`config.mk`:
```
export PLATFORM = sky130hd
export DESIGN_NAME = sobel_frame_ctrl
export DESIGN_NICKNAME = d
export VERILOG_FILES = /design/src/rtl/sobel_pkg.sv /design/src/rtl/sobel_beat_cnt.sv /design/src/rtl/sobel_frame_ctrl.sv
export SDC_FILE = /design/constraint.sdc
export NUM_CORES = 1
export LEC_CHECK = 0
export CAP_MARGIN = 20
export CORE_ASPECT_RATIO = 2
export CORE_UTILIZATION = 65
export DETAILED_ROUTE_END_ITERATION = 7
export PLACE_DENSITY = 0.87
export SYNTH_ARGS = -nofsm -noshare
export SYNTH_HDL_FRONTEND = slang
export SYNTH_HIERARCHICAL = 1
export SYNTH_SLANG_ARGS = --single-unit
```
`constraint.sdc`:
```
create_clock -name clk -period 6.4 [get_ports clk]
set_input_delay 1.28 -clock clk [delete_from_list [all_inputs] [get_ports clk]]
set_output_delay 1.28 -clock clk [all_outputs]
set_load 0.05 [all_outputs]
```
`src/rtl/sobel_pkg.sv`:
```
// Shared types and constants for the Sobel frame sequencer.
package sobel_pkg;

  typedef enum logic [2:0] {
    StIdle,
    StArm,
    StWaitSof,
    StStream,
    StDrain,
    StDone
  } sobel_state_e;

  // Smallest frame the 3x3 kernel can process.
  localparam int unsigned MIN_ROWS      = 3;
  localparam int unsigned MIN_COL_BEATS = 2;

  typedef struct packed {
    logic sof;
    logic cfg;
    logic start;
  } sobel_err_t;

endpackage

```
`src/rtl/sobel_beat_cnt.sv`:
```
// Clearable beat counter that saturates at the expected frame length and flags,
// combinationally, when the count including this cycle's beat reaches it.
module sobel_beat_cnt
  import sobel_pkg::*;
#(
  parameter int unsigned W = 20
) (
  input  logic         clk,
  input  logic         reset,
  input  logic         clr,
  input  logic         en,
  input  logic [W-1:0] exp_beats,
  output logic         reach
);

  logic [W-1:0] cnt_q, cnt_d;

  always_comb begin
    cnt_d = cnt_q;
    if (clr) begin
      cnt_d = '0;
    end else if (en && (cnt_q != exp_beats)) begin
      cnt_d = cnt_q + W'(1);
    end
  end

  always_ff @(posedge clk or posedge reset) begin
    if (reset) begin
      cnt_q <= '0;
    end else begin
      cnt_q <= cnt_d;
    end
  end

  assign reach = (cnt_d == exp_beats);

endmodule

```
`src/rtl/sobel_frame_ctrl.sv`:
```
// Frame sequencer for the 3x3 Sobel filter: config shadowing, stream gating, completion.
// Optional watchdog (err_wdog port, WDOG_CYC parameter): define SOBEL_FRAME_CTRL_WDOG_EN.
module sobel_frame_ctrl
  import sobel_pkg::*;
#(
  parameter int unsigned PIXCNT  = 8,
  parameter int unsigned ROWS    = 2049,
  parameter int unsigned COLS    = 2448,
  parameter int unsigned GAP_CYC = 4,
  parameter int unsigned BEATW   = $clog2(ROWS * (COLS / PIXCNT) + 1)
`ifdef SOBEL_FRAME_CTRL_WDOG_EN
  ,
  parameter int unsigned WDOG_CYC = 65535
`endif
) (
  input  logic                    clk,
  input  logic                    reset,
  input  logic [$clog2(ROWS)-1:0] cfg_rows,
  input  logic [$clog2(COLS)-1:0] cfg_cols,
  input  logic                    cfg_bypass,
  input  logic                    cfg_wr,
  input  logic                    start,
  input  logic                    in_sof,
  input  logic                    in_vld,
  output logic                    in_rdy,
  output logic [$clog2(ROWS)-1:0] filt_rows,
  output logic [$clog2(COLS)-1:0] filt_cols,
  output logic                    filt_bypass,
  output logic                    filt_new_frame,
  output logic                    filt_data_vld,
  input  logic                    filt_out_vld,
  output logic                    busy,
  output logic                    frame_done,
  output logic                    err_sof,
  output logic                    err_cfg,
  output logic                    err_start
`ifdef SOBEL_FRAME_CTRL_WDOG_EN
  ,
  output logic                    err_wdog
`endif
);

  localparam int unsigned RowW     = $clog2(ROWS);
  localparam int unsigned ColW     = $clog2(COLS);
  localparam int unsigned PixShift = $clog2(PIXCNT);
  localparam int unsigned GapW     = (GAP_CYC > 1) ? $clog2(GAP_CYC) : 1;
  localparam logic [ColW-1:0] ColMask = ColW'(PIXCNT - 1);

  sobel_state_e     state_q, state_d;
  logic [RowW-1:0]  shd_rows_q, act_rows_q;
  logic [ColW-1:0]  shd_cols_q, act_cols_q;
  logic             shd_bypass_q, act_bypass_q;
  logic [BEATW-1:0] exp_q;
  logic [GapW-1:0]  gap_q, gap_d;
  logic             pending_q, pending_d;
  sobel_err_t       err_q, err_d;

  logic [ColW-1:0]  shd_col_beats;
  logic             geom_ok, start_ok, arm_entry;
  logic             in_reach, out_reach, cnt_clr, out_en, busy_slot;

`ifdef SOBEL_FRAME_CTRL_WDOG_EN
  localparam int unsigned WdW = (WDOG_CYC > 1) ? $clog2(WDOG_CYC) : 1;
  logic [WdW-1:0] wd_q, wd_d;
  logic           err_wdog_q, err_wdog_d;
`endif

  // Geometry check always uses the shadow copy that ARM would latch.
  assign shd_col_beats = shd_cols_q >> PixShift;
  assign geom_ok  = (shd_rows_q >= RowW'(MIN_ROWS)) &&
                    (shd_col_beats >= ColW'(MIN_COL_BEATS)) &&
                    ((shd_cols_q & ColMask) == '0);
  assign start_ok = start & geom_ok;

  assign in_rdy         = (state_q == StWaitSof) || (state_q == StStream);
  // Pre-SOF beats are consumed but not forwarded.
  assign filt_data_vld  = in_vld & in_rdy & ((state_q == StStream) | in_sof);
  assign filt_new_frame = (state_q == StArm);
  assign busy           = (state_q != StIdle);
  assign frame_done     = (state_q == StDone);
  assign filt_rows      = act_rows_q;
  assign filt_cols      = act_cols_q;
  assign filt_bypass    = act_bypass_q;
  assign err_sof        = err_q.sof;
  assign err_cfg        = err_q.cfg;
  assign err_start      = err_q.start;

  assign cnt_clr   = (state_q == StArm);
  assign out_en    = filt_out_vld && ((state_q == StStream) || (state_q == StDrain));
  assign busy_slot = (state_q != StIdle) && (state_q != StDone);

  sobel_beat_cnt #(
    .W (BEATW)
  ) u_in_cnt (
    .clk       (clk),
    .reset     (reset),
    .clr       (cnt_clr),
    .en        (filt_data_vld),
    .exp_beats (exp_q),
    .reach     (in_reach)
  );

  sobel_beat_cnt #(
    .W (BEATW)
  ) u_out_cnt (
    .clk       (clk),
    .reset     (reset),
    .clr       (cnt_clr),
    .en        (out_en),
    .exp_beats (exp_q),
    .reach     (out_reach)
  );

  always_comb begin
    state_d   = state_q;
    gap_d     = '0;
    pending_d = pending_q;
    err_d     = err_q;
    arm_entry = 1'b0;

    if (start && !geom_ok) begin
      err_d.cfg = 1'b1;
    end else if (start_ok && busy_slot) begin
      if (pending_q) begin
        err_d.start = 1'b1;
      end else begin
        pending_d = 1'b1;
      end
    end

    if ((state_q == StStream) && in_vld && in_sof) begin
      err_d.sof = 1'b1;
    end

    unique case (state_q)
      StIdle: begin
        if (start_ok) state_d = StArm;
      end
      StArm: begin
        if (gap_q == GapW'(GAP_CYC - 1)) begin
          state_d = StWaitSof;
        end else begin
          gap_d = gap_q + GapW'(1);
        end
      end
      StWaitSof: begin
        if (filt_data_vld) state_d = StStream;
      end
      StStream: begin
        if (in_reach) state_d = StDrain;
      end
      StDrain: begin
        if (out_reach) state_d = StDone;
      end
      StDone: begin
        // A start arriving here either re-arms directly or refills the slot just consumed.
        state_d   = (pending_q || start_ok) ? StArm : StIdle;
        pending_d = pending_q && start_ok;
      end
      default: state_d = StIdle;
    endcase

`ifdef SOBEL_FRAME_CTRL_WDOG_EN
    wd_d       = '0;
    err_wdog_d = err_wdog_q;
    if (((state_q == StWaitSof) || (state_q == StStream) || (state_q == StDrain)) &&
        !(in_vld && in_rdy) && !filt_out_vld) begin
      if (wd_q == WdW'(WDOG_CYC - 1)) begin
        err_wdog_d = 1'b1;
        state_d    = StIdle;
        pending_d  = 1'b0;
      end else begin
        wd_d = wd_q + WdW'(1);
      end
    end
`endif

    arm_entry = (state_d == StArm) && (state_q != StArm);
  end

  always_ff @(posedge clk or posedge reset) begin
    if (reset) begin
      state_q      <= StIdle;
      gap_q        <= '0;
      pending_q    <= 1'b0;
      err_q        <= '0;
      shd_rows_q   <= '0;
      shd_cols_q   <= '0;
      shd_bypass_q <= 1'b0;
      act_rows_q   <= '0;
      act_cols_q   <= '0;
      act_bypass_q <= 1'b0;
      exp_q        <= '0;
    end else begin
      state_q   <= state_d;
      gap_q     <= gap_d;
      pending_q <= pending_d;
      err_q     <= err_d;
      if (cfg_wr) begin
        shd_rows_q   <= cfg_rows;
        shd_cols_q   <= cfg_cols;
        shd_bypass_q <= cfg_bypass;
      end
      if (arm_entry) begin
        act_rows_q   <= shd_rows_q;
        act_cols_q   <= shd_cols_q;
        act_bypass_q <= shd_bypass_q;
        exp_q        <= BEATW'(shd_rows_q) * BEATW'(shd_col_beats);
      end
    end
  end

`ifdef SOBEL_FRAME_CTRL_WDOG_EN
  always_ff @(posedge clk or posedge reset) begin
    if (reset) begin
      wd_q       <= '0;
      err_wdog_q <= 1'b0;
    end else begin
      wd_q       <= wd_d;
      err_wdog_q <= err_wdog_d;
    end
  end

  assign err_wdog = err_wdog_q;
`endif

endmodule

```
== Word level (Yosys, flattened, before mapping) ==
Index checks and enable logic that the tools add are counted.

* Register bits after elaboration: 119
* Bits of input ports: 32
* Output and inout port bits: 33
* Word-level logic and storage cells: 78

* Add/sub/neg operators: 3
* Multipliers: 1
* Magnitude comparators: 2
* Equality and inequality tests: 14
* Mux-type cells: 16
* Bitwise logic cells: 5
* Reduce and logical (&&, ||, !) cells: 22

{| class="wikitable"
|+ Operators with widths
! kind !! number
|-
| two-way mux 20 bit || 4
|-
| adder 20 x 1 -> 20 bit (second input constant) || 2
|-
| == test 20 bit || 2
|-
| inequality test 20 bit || 2
|-
| multiplier 12 x 9 -> 20 bit || 1
|-
| case mux 3 bit (6 select lines) || 1
|-
| two-way mux 3 bit || 5
|-
| greater-or-equal comparator 12 x 2 -> 1 bit (second input constant) || 1
|-
| logical AND 1 bit || 12
|-
| zero test 12 bit || 1
|-
| greater-or-equal comparator 9 x 2 -> 1 bit (second input constant) || 1
|-
| == test 3 x 1 -> 1 bit (second input constant) || 2
|-
| == test 3 x 2 -> 1 bit (second input constant) || 2
|-
| == test 3 bit (second input constant) || 2
|-
| two-way mux 1 bit || 4
|-
| two-way mux 2 bit || 2
|-
| bitwise AND 1 bit || 3
|-
| zero test 3 bit || 1
|-
| logical OR 1 bit || 3
|-
| inequality test 3 x 1 -> 1 bit (second input constant) || 1
|-
| inequality test 3 bit (second input constant) || 1
|-
| AND reduction 3 bit || 1
|-
| nonzero test 3 bit || 1
|-
| adder 2 x 1 -> 2 bit (second input constant) || 1
|-
| 7 further kinds || 7
|}

== Depth between registers and ports, before layout ==
Gate-level depths: netlist of run 1.

* Depth after elaboration: 12
* Mapped depth: 18
* Depth with buffers taken out: 17

== Cells and area by module ==
Netlist of run 1, hierarchy kept.

{| class="wikitable"
|+ Modules (own cells, without submodules)
! module !! instances !! cells each !! area an instance (sq um)
|-
| sobel_frame_ctrl || 1 || 704 || 6525.0
|-
| sobel_beat_cnt || 2 || 210 || 1814.2
|}

== Worst setup path after synthesis of run 1 ==
No wires, ideal clock.

* Path kind: register to register
* Start: register shd_cols_q[11]
* End: register exp_q[13]
* Library setup time: 0.123 ns
* Arrival: 4.266 ns
* Setup slack: 2.012 ns
* Cell stages (with the launch flop): 17
* Clock period less this slack: 4.388 ns
* Cell sequence: dfrtp_1 > clkbuf_1 > nand2_1 > fa_1 > fa_1 > inv_1 > fa_1 > inv_1 > fa_1 > inv_1 > ha_1 > inv_2 > o31ai_1 > a21boi_1 > o21ai_0 > xnor2_1 > a21oi_1

* Word-level cells in the longest chain between the ends: 9
* Elaborated cells between the ends (all ways): 11
* Classes of those cells: mul (1); order compare (1); eq/ne (1); mux (3); bitwise (1); reduce/logical (4)

{| class="wikitable"
|+ Ends and longest elaborated chain
! item !! line !! source
|-
| start, declared || sobel_frame_ctrl.sv:51 || <nowiki>logic [ColW-1:0] shd_cols_q, act_cols_q;</nowiki>
|-
| start signal, assigned || sobel_frame_ctrl.sv:201 || <nowiki>shd_cols_q <= cfg_cols;</nowiki>
|-
| branches (longest 9 deep; another with multiplier 12 x 9 -> 20 bit) || -- ||
|-
| end signal, assigned || sobel_frame_ctrl.sv:208 || <nowiki>exp_q <= BEATW'(shd_rows_q) * BEATW'(shd_col_beats);</nowiki>
|-
| end, declared || sobel_frame_ctrl.sv:53 || <nowiki>logic [BEATW-1:0] exp_q;</nowiki>
|}

Several ways; the timed one is not identified.
A chain may end at the register's enable or synchronous reset.

== Final worst setup path of run 1 ==
* Start: register shd_cols_q[5]
* End: register exp_q[14]

The elaborated chain is that of the path after synthesis.

==> key figures, run 1 <==
Global routing
  • Pin count of the biggest net entering global routing: 80
  • Total Routing Usage GR: 33.8%
  • Total grt overflow: 0
  • First-pass GRT wire length: 42.0 mm
  • Initial antenna violation count: 0
  • Vias in the first global route: 8797

Hold path
  • Worst hold endpoint: gap_q[0]
  • Hold Path Class: flop to flop
  • Hold-critical path depth: 1
  • Worst hold start: gap_q[0]

Floorplanning
  • # IOs: 65
  • Die width: 90.4 um
  • Row count: 64
  • Die area: 16200 um^2
  • Die height: 179 um
  • Core ar.: 15300 um^2
  • Starting Density: 66.4%

Setup path
  • Endpoint class of the critical path: flop
  • Setup CP Type: flop to flop
  • R2R depth: 14
  • Worst path arrival time: 5.14 ns
  • Reg2Reg Setup Slack: 1.55 ns
  • Critical path buffers and inverters: 3
  • Critical-path top delay cell: dfrtp_1
  • Cell Chain, Critical Path: nand2_1 > fa_1 > inv_1 > fa_1 > fa_1 > inv_1 > fa_1 > inv_1 > ha_1 > a21o_1 > a31o_2 > o21ai_1 > nor4b_1 > o31ai_1
  • Max incr delay on CP: 0.70 ns
  • Worst r2r src: shd_cols_q[5]
  • Worst r2r dst: exp_q[14]
  • CP top delay family: adder cells
  • Req. time, crit path: 6.69 ns
  • CP dominant cell by count: fa_1
  • Crit path max fanout: 15
  • Worst Setup Start Kind: flop

CTS
  • Clk buf depth: 2
  • Hold_buf cts: 0
  • Clock-pin slew on the worst setup and hold paths: 0.06 ns
  • Cts repair resizes: 0
  • Clk Latency, worst-skew pair: 0.43 ns
  • H-tree Lvls: 4
  • Root buffer cell: clkbuf_16
  • Total CTS buffers: 17
  • # Post-CTS Setup Buffers: 0
  • CTS tree: built
  • Clk sinks: 119

Routing
  • DR vias/cell: 6.07
  • First drt pass iteration count: 5
  • DRC viols: 0
  • Detailed-route via count: 8304
  • Final ANT Viol Nets: 0
  • DRT iter0 DRCs: 529
  • Drt total wl: 26.1 mm
  • Avg WL per Cell: 19.0 um

Timing
  • Rel. slew slack: 31.3%
  • RSZ-0062 raised after global routing: no
  • Final hold vios: 0
  • Max Slew Vio Count: 0
  • Fin Clk Skew: 0.0116 ns
  • WHS: 0.438 ns
  • Fin crit share: 75.8%
  • Worst-Margin Slew: 1.03 ns
  • TNS Setup: 0 ns
  • Min cycle time layout: 4.85 ns
  • Fmax achieved: 0.206 GHz
  • Final setup fails: 0

Synthesis
  • Synthesized area: 10200 um^2
  • Synth top cells by count: nand2_1 (189), inv_1 (123), dfrtp_1 (119), xnor2_1 (77), nor2_1 (72)
  • Area leader, netlist: dfrtp_1
  • Post-synth EDFFs: 0
  • Syn Nets: 1268
  • Syn_area_per_cell: 9.03 um^2
  • Main area contributors after synthesis: dfrtp_1 (29%), fa_1 (14%), nand2_1 (7.0%)
  • Share of the synthesized area in the top cell type: 29.3%
  • Synth unique cells: 62
  • Sequential cell area fraction in the yosys report: 29.3%
  • Flops & latches, synth: 119
  • YS warnings: 6
  • Predominant post-synthesis flop cell: dfrtp_1
  • Most common cell in the synthesized netlist: nand2_1
  • Mapped Cells: 1124
  • Post-synth ARST share: 100%

Placed design
  • Placer Congestion: 0.947
  • Cells after DPL: 1335
  • Number of port buffers: 64
  • Placed Area: 10800 um^2
  • Dpl hpwl: 19.2 mm

Pwr
  • Total power: 4.07 mW
  • Power density cells: 356 nW/um^2
  • Lkg Pwr: 5.30 nW
  • VDD IR-drop max: 0.334 mV

Layout
  • Layout area overhead: 12.5%
  • Nets@finish: 1302
  • Layout cells sized above 1: 8.97%
  • Non-Filler Instances: 1369
  • Final instance area: 11400 um^2
  • N_diodes: 0

Outcome
  • Status: complete, no violations

Run
  • Max Cap Viol: 0
==> registers in the layout (all words and copies together), names as in the netlist <==
signal,flops
shd_cols_q,12
shd_rows_q,12
err_sof,1
filt_bypass,1
filt_cols,12
err_cfg,1
state_q,3
u_out_cnt/cnt_q,20
u_in_cnt/cnt_q,20
exp_q,20
err_start,1
pending_q,1
filt_rows,12
shd_bypass_q,1
gap_q,2
==> worst max-delay path by stage <==
stage / start / end / slack, ns / cells past startpoint
4_1_cts: shd_cols_q[10] / exp_q[19] / 1.61 / 15
5_1_grt: shd_cols_q[5] / exp_q[16] / 1.29 / 15
3_3_place_gp: in_vld / state_q[0] / 1.49 / 14
3_5_place_dp: in_vld / state_q[0] / 1.51 / 14
6_report: shd_cols_q[5] / exp_q[14] / 1.55 / 14
2_1_floorplan: shd_cols_q[11] / exp_q[13] / 2.01 / 16
==> layout make-up <==
type	count	area, um^2
multi-input combinational	824	6420
fill	1005	3870
sequential	119	2980
timing repair buffer	72	741
inverter	124	467
clock buffer	20	457
tap	198	248
clock inverter	12	115
==> kinds of logic after synthesis <==
family | Yosys count | share of synthesized area [%]
AO/OA/AOI/OAI | 129 | 8.87
XOR/XNOR | 97 | 8.66
adder cells (fa/ha/maj) | 112 | 19.0
buffers and inverters | 181 | 7.54
flip-flops | 119 | 29.3
multiplexers | 49 | 5.48
AND/OR/NAND/NOR | 437 | 21.1
==> power by group <==
| group | total, mW | internal (mW) | switching (mW) |
|---|---|---|---|
| Combinational | 2.23 | 0.957 | 1.28 |
| Clock | 0.931 | 0.560 | 0.371 |
| Sequential | 0.903 | 0.795 | 0.108 |
| Total | 4.07 | 2.31 | 1.75 |
==> worst reg2reg max path: stages (launching register included) <==
cell and delay, ns:
dfrtp_1 0.70, nand2_1 0.18, fa_1 0.56, inv_1 0.05
fa_1 0.48, fa_1 0.49, inv_1 0.05, fa_1 0.53
inv_1 0.04, ha_1 0.36, a21o_1 0.21, a31o_2 0.26
o21ai_1 0.31, nor4b_1 0.36, o31ai_1 0.14
==> per-layer routing <==
metal | part of all wire [%] | track usage [%]
met1 | 33 | 31.4
met4 | 8.0 | 28.0
met2 | 55 | 64.4
met3 | 4.1 | 4.41
met5 | 0 | 0
==> through the flow <==
stage,utilization [%],worst slack [ns]
6_report,74.7,1.55
5_1_grt,74.7,1.29
4_1_cts,74.4,1.61
3_5_place_dp,70.7,1.51
3_3_place_gp,70.7,1.49
2_1_floorplan,-,2.01
==> cells in the final DEF, fill, tap and decap left out, drive strengths merged, types with 5 or more instances in the layout <==
cell and instances:
inv 129, nand2 189, nand4 33, nor3 7, a21oi 46, buf 8, nor2b 19, fa 70
xor2 16, o31ai 7, and2 57, or3 6, and3 5, mux2i 8, clkdlybuf4s50 64, dfrtp 119
a211oi 23, xnor2 81, ha 42, a21o 10, o21ai 5, mux2 41, nor2 74, nor4 13
nand3 17, o211ai 6, clkbuf 20
No activity file was read; power rests on OpenSTA's default activity.
==> inputs of run 2 (changes only) <==
Settings changed: CORE_UTILIZATION 65 to 61, PLACE_DENSITY 0.87 to 0.83.
Clock period 6.4 ns to 5 ns, I/O delays scaled along.
==> key figures, run 2 (same netlist as run 1, synthesis figures left out) <==
Floorplanning
  • Starting Density: 62.4%
  • Core ar.: 16300 um^2
  • Die area: 17200 um^2
  • Row count: 66
  • # IOs: 65
  • Die height: 184 um
  • Die width: 93.2 um

Global routing
  • Initial antenna violation count: 0
  • Total grt overflow: 0
  • First-pass GRT wire length: 43.6 mm
  • Total Routing Usage GR: 33.7%
  • Vias in the first global route: 8719
  • Pin count of the biggest net entering global routing: 59

Pwr
  • Power density cells: 468 nW/um^2
  • Clock network fraction of total power: 22.9%
  • Net Sw Frac: 44.1%
  • Internal: 3.02 mW
  • Psw: 2.38 mW
  • Sequential share of power: 21.3%
  • VDD IR-drop max: 0.393 mV
  • Comb power frac: 55.8%
  • Lkg Pwr: 5.36 nW

Timing
  • Fmax achieved: 0.215 GHz
  • TNS Setup: 0 ns
  • WHS: 0.446 ns
  • Final setup fails: 0
  • Rel. slew slack: 27.1%
  • Worst-Margin Slew: 1.09 ns
  • Max Slew Vio Count: 0
  • Fin Clk Skew: 0.0143 ns
  • RSZ-0062 raised after global routing: no
  • Fin crit share: 93.0%
  • Min cycle time layout: 4.65 ns
  • Final hold vios: 0

Routing
  • Avg WL per Cell: 19.4 um
  • Detailed-route via count: 8287
  • Final ANT Viol Nets: 0
  • DRC viols: 0
  • First drt pass iteration count: 7
  • Drt total wl: 26.8 mm
  • DRT iter0 DRCs: 362
  • DR vias/cell: 5.98

Layout
  • FILL cells: 1193
  • Register area: 2980 um^2
  • Commonest non-fill, non-tap cell in the layout: nand2_1
  • Final core utilization: 71.0%
  • Layout cells sized above 1: 10.3%
  • Footprint of the multi-input gates: 6440 um^2
  • Layout area overhead: 13.7%
  • Non-Filler Instances: 1386
  • Nets@finish: 1313
  • Commonest non-fill, non-tap cells in the layout: nand2_1 (189), inv_1 (122), dfrtp_1 (116)
  • Largest regs: exp_q (20), u_in_cnt/cnt_q (20), u_out_cnt/cnt_q (20)
  • N_diodes: 0

Placed design
  • Cells after DPL: 1352
  • Placer Congestion: 0.935
  • Dpl hpwl: 20.2 mm
  • Number of port buffers: 64

CTS
  • Hold_buf cts: 0
  • Clk buf depth: 2
  • H-tree Lvls: 4
  • CTS tree: built
  • Root buffer cell: clkbuf_16
  • Clock-pin slew on the worst setup and hold paths: 0.06 ns
  • Total CTS buffers: 17
  • Clk sinks: 119
  • Clk Latency, worst-skew pair: 0.43 ns

Setup path
  • Endpoint class of the critical path: flop
  • Crit path max fanout: 11
  • Worst path arrival time: 4.95 ns
  • Worst Setup Start Kind: flop
  • Setup CP Type: flop to flop
  • Req. time, crit path: 5.30 ns
  • Reg2Reg Setup Slack: 0.35 ns

Hold path
  • Hold Path Class: flop to flop

Outcome
  • Status: complete, no violations

Run
  • Max Cap Viol: 0
[run 2: changes by cell type in the layout (fill, tap and decap cells not counted), moves of 3 or more]
cell	change
inv_6	-4
dfrtp_2	+3
buf_4	+11
dfrtp_1	-3
clkinv_4	+4
[run 2: power by group through the flow]
stage | clock, mW | combinational (mW) | sequential (mW)
detailed placement | 0 | 2.88 | 1.15
global placement | 0 | 2.77 | 1.15
floorplan | 0 | 2.32 | 1.09
global route | 1.28 | 3.36 | 1.15
finish | 1.24 | 3.01 | 1.15
CTS | 1.25 | 2.92 | 1.14
[run 2: timing repair]
action                                  CTS  global route
endpoints found under the setup margin    0             7
gates resized for setup                   0             7
setup buffers                             0             0
[run 2: layout make-up]
type	instances	area share, %
clock buffer	18	3.80
clock inverter	14	1.30
inverter	124	4.04
multi-input combinational	824	55.8
sequential	119	25.8
tap	204	2.21
timing repair buffer	83	7.07
[run 2: worst paths after layout]
kind,start,endpoint,cells after the start
min in group asynchronous,reset,exp_q[9],2
worst max-delay path,shd_cols_q[5],exp_q[14],14
max in group asynchronous,reset,u_out_cnt/cnt_q[18],2
worst min-delay path,gap_q[0],gap_q[0],1
worst max register to register,shd_cols_q[5],exp_q[14],14
worst min register to register,gap_q[0],gap_q[0],1
[run 2: critical path, stage by stage (launching register included)]
cell and delay [ns]:
dfrtp_1 0.65, nand2_1 0.15, fa_1 0.57, inv_1 0.06, fa_1 0.47, fa_1 0.49
inv_1 0.06, fa_1 0.53, inv_1 0.04, ha_1 0.37, a21o_1 0.22, a31o_2 0.26
o21ai_2 0.23, nor4b_1 0.31, o31ai_1 0.12
[run 2: per-stage QoR]
| step | total power, mW | instance area [um^2] | setup WS, ns |
|---|---|---|---|
| after global routing | 5.80 | 11500 | 0.0440 |
| final | 5.40 | 11500 | 0.350 |
| after CTS | 5.30 | 11500 | 0.118 |
| after detailed placement | 4.04 | 10900 | 0.159 |
| after floorplan | 3.41 | 10200 | 0.612 |
| after global placement | 3.92 | 10900 | 0.300 |
[run 2: metal layers]
layer | vias up | share of wire, % | global-route usage [%]
met5 | - | 0 | 0
met4 | 0 | 8.5 | 27.0
met3 | 136 | 3.3 | 4.54
met2 | 270 | 55 | 62.3
met1 | 4091 | 33 | 32.5
li1 | 3790 | - | -
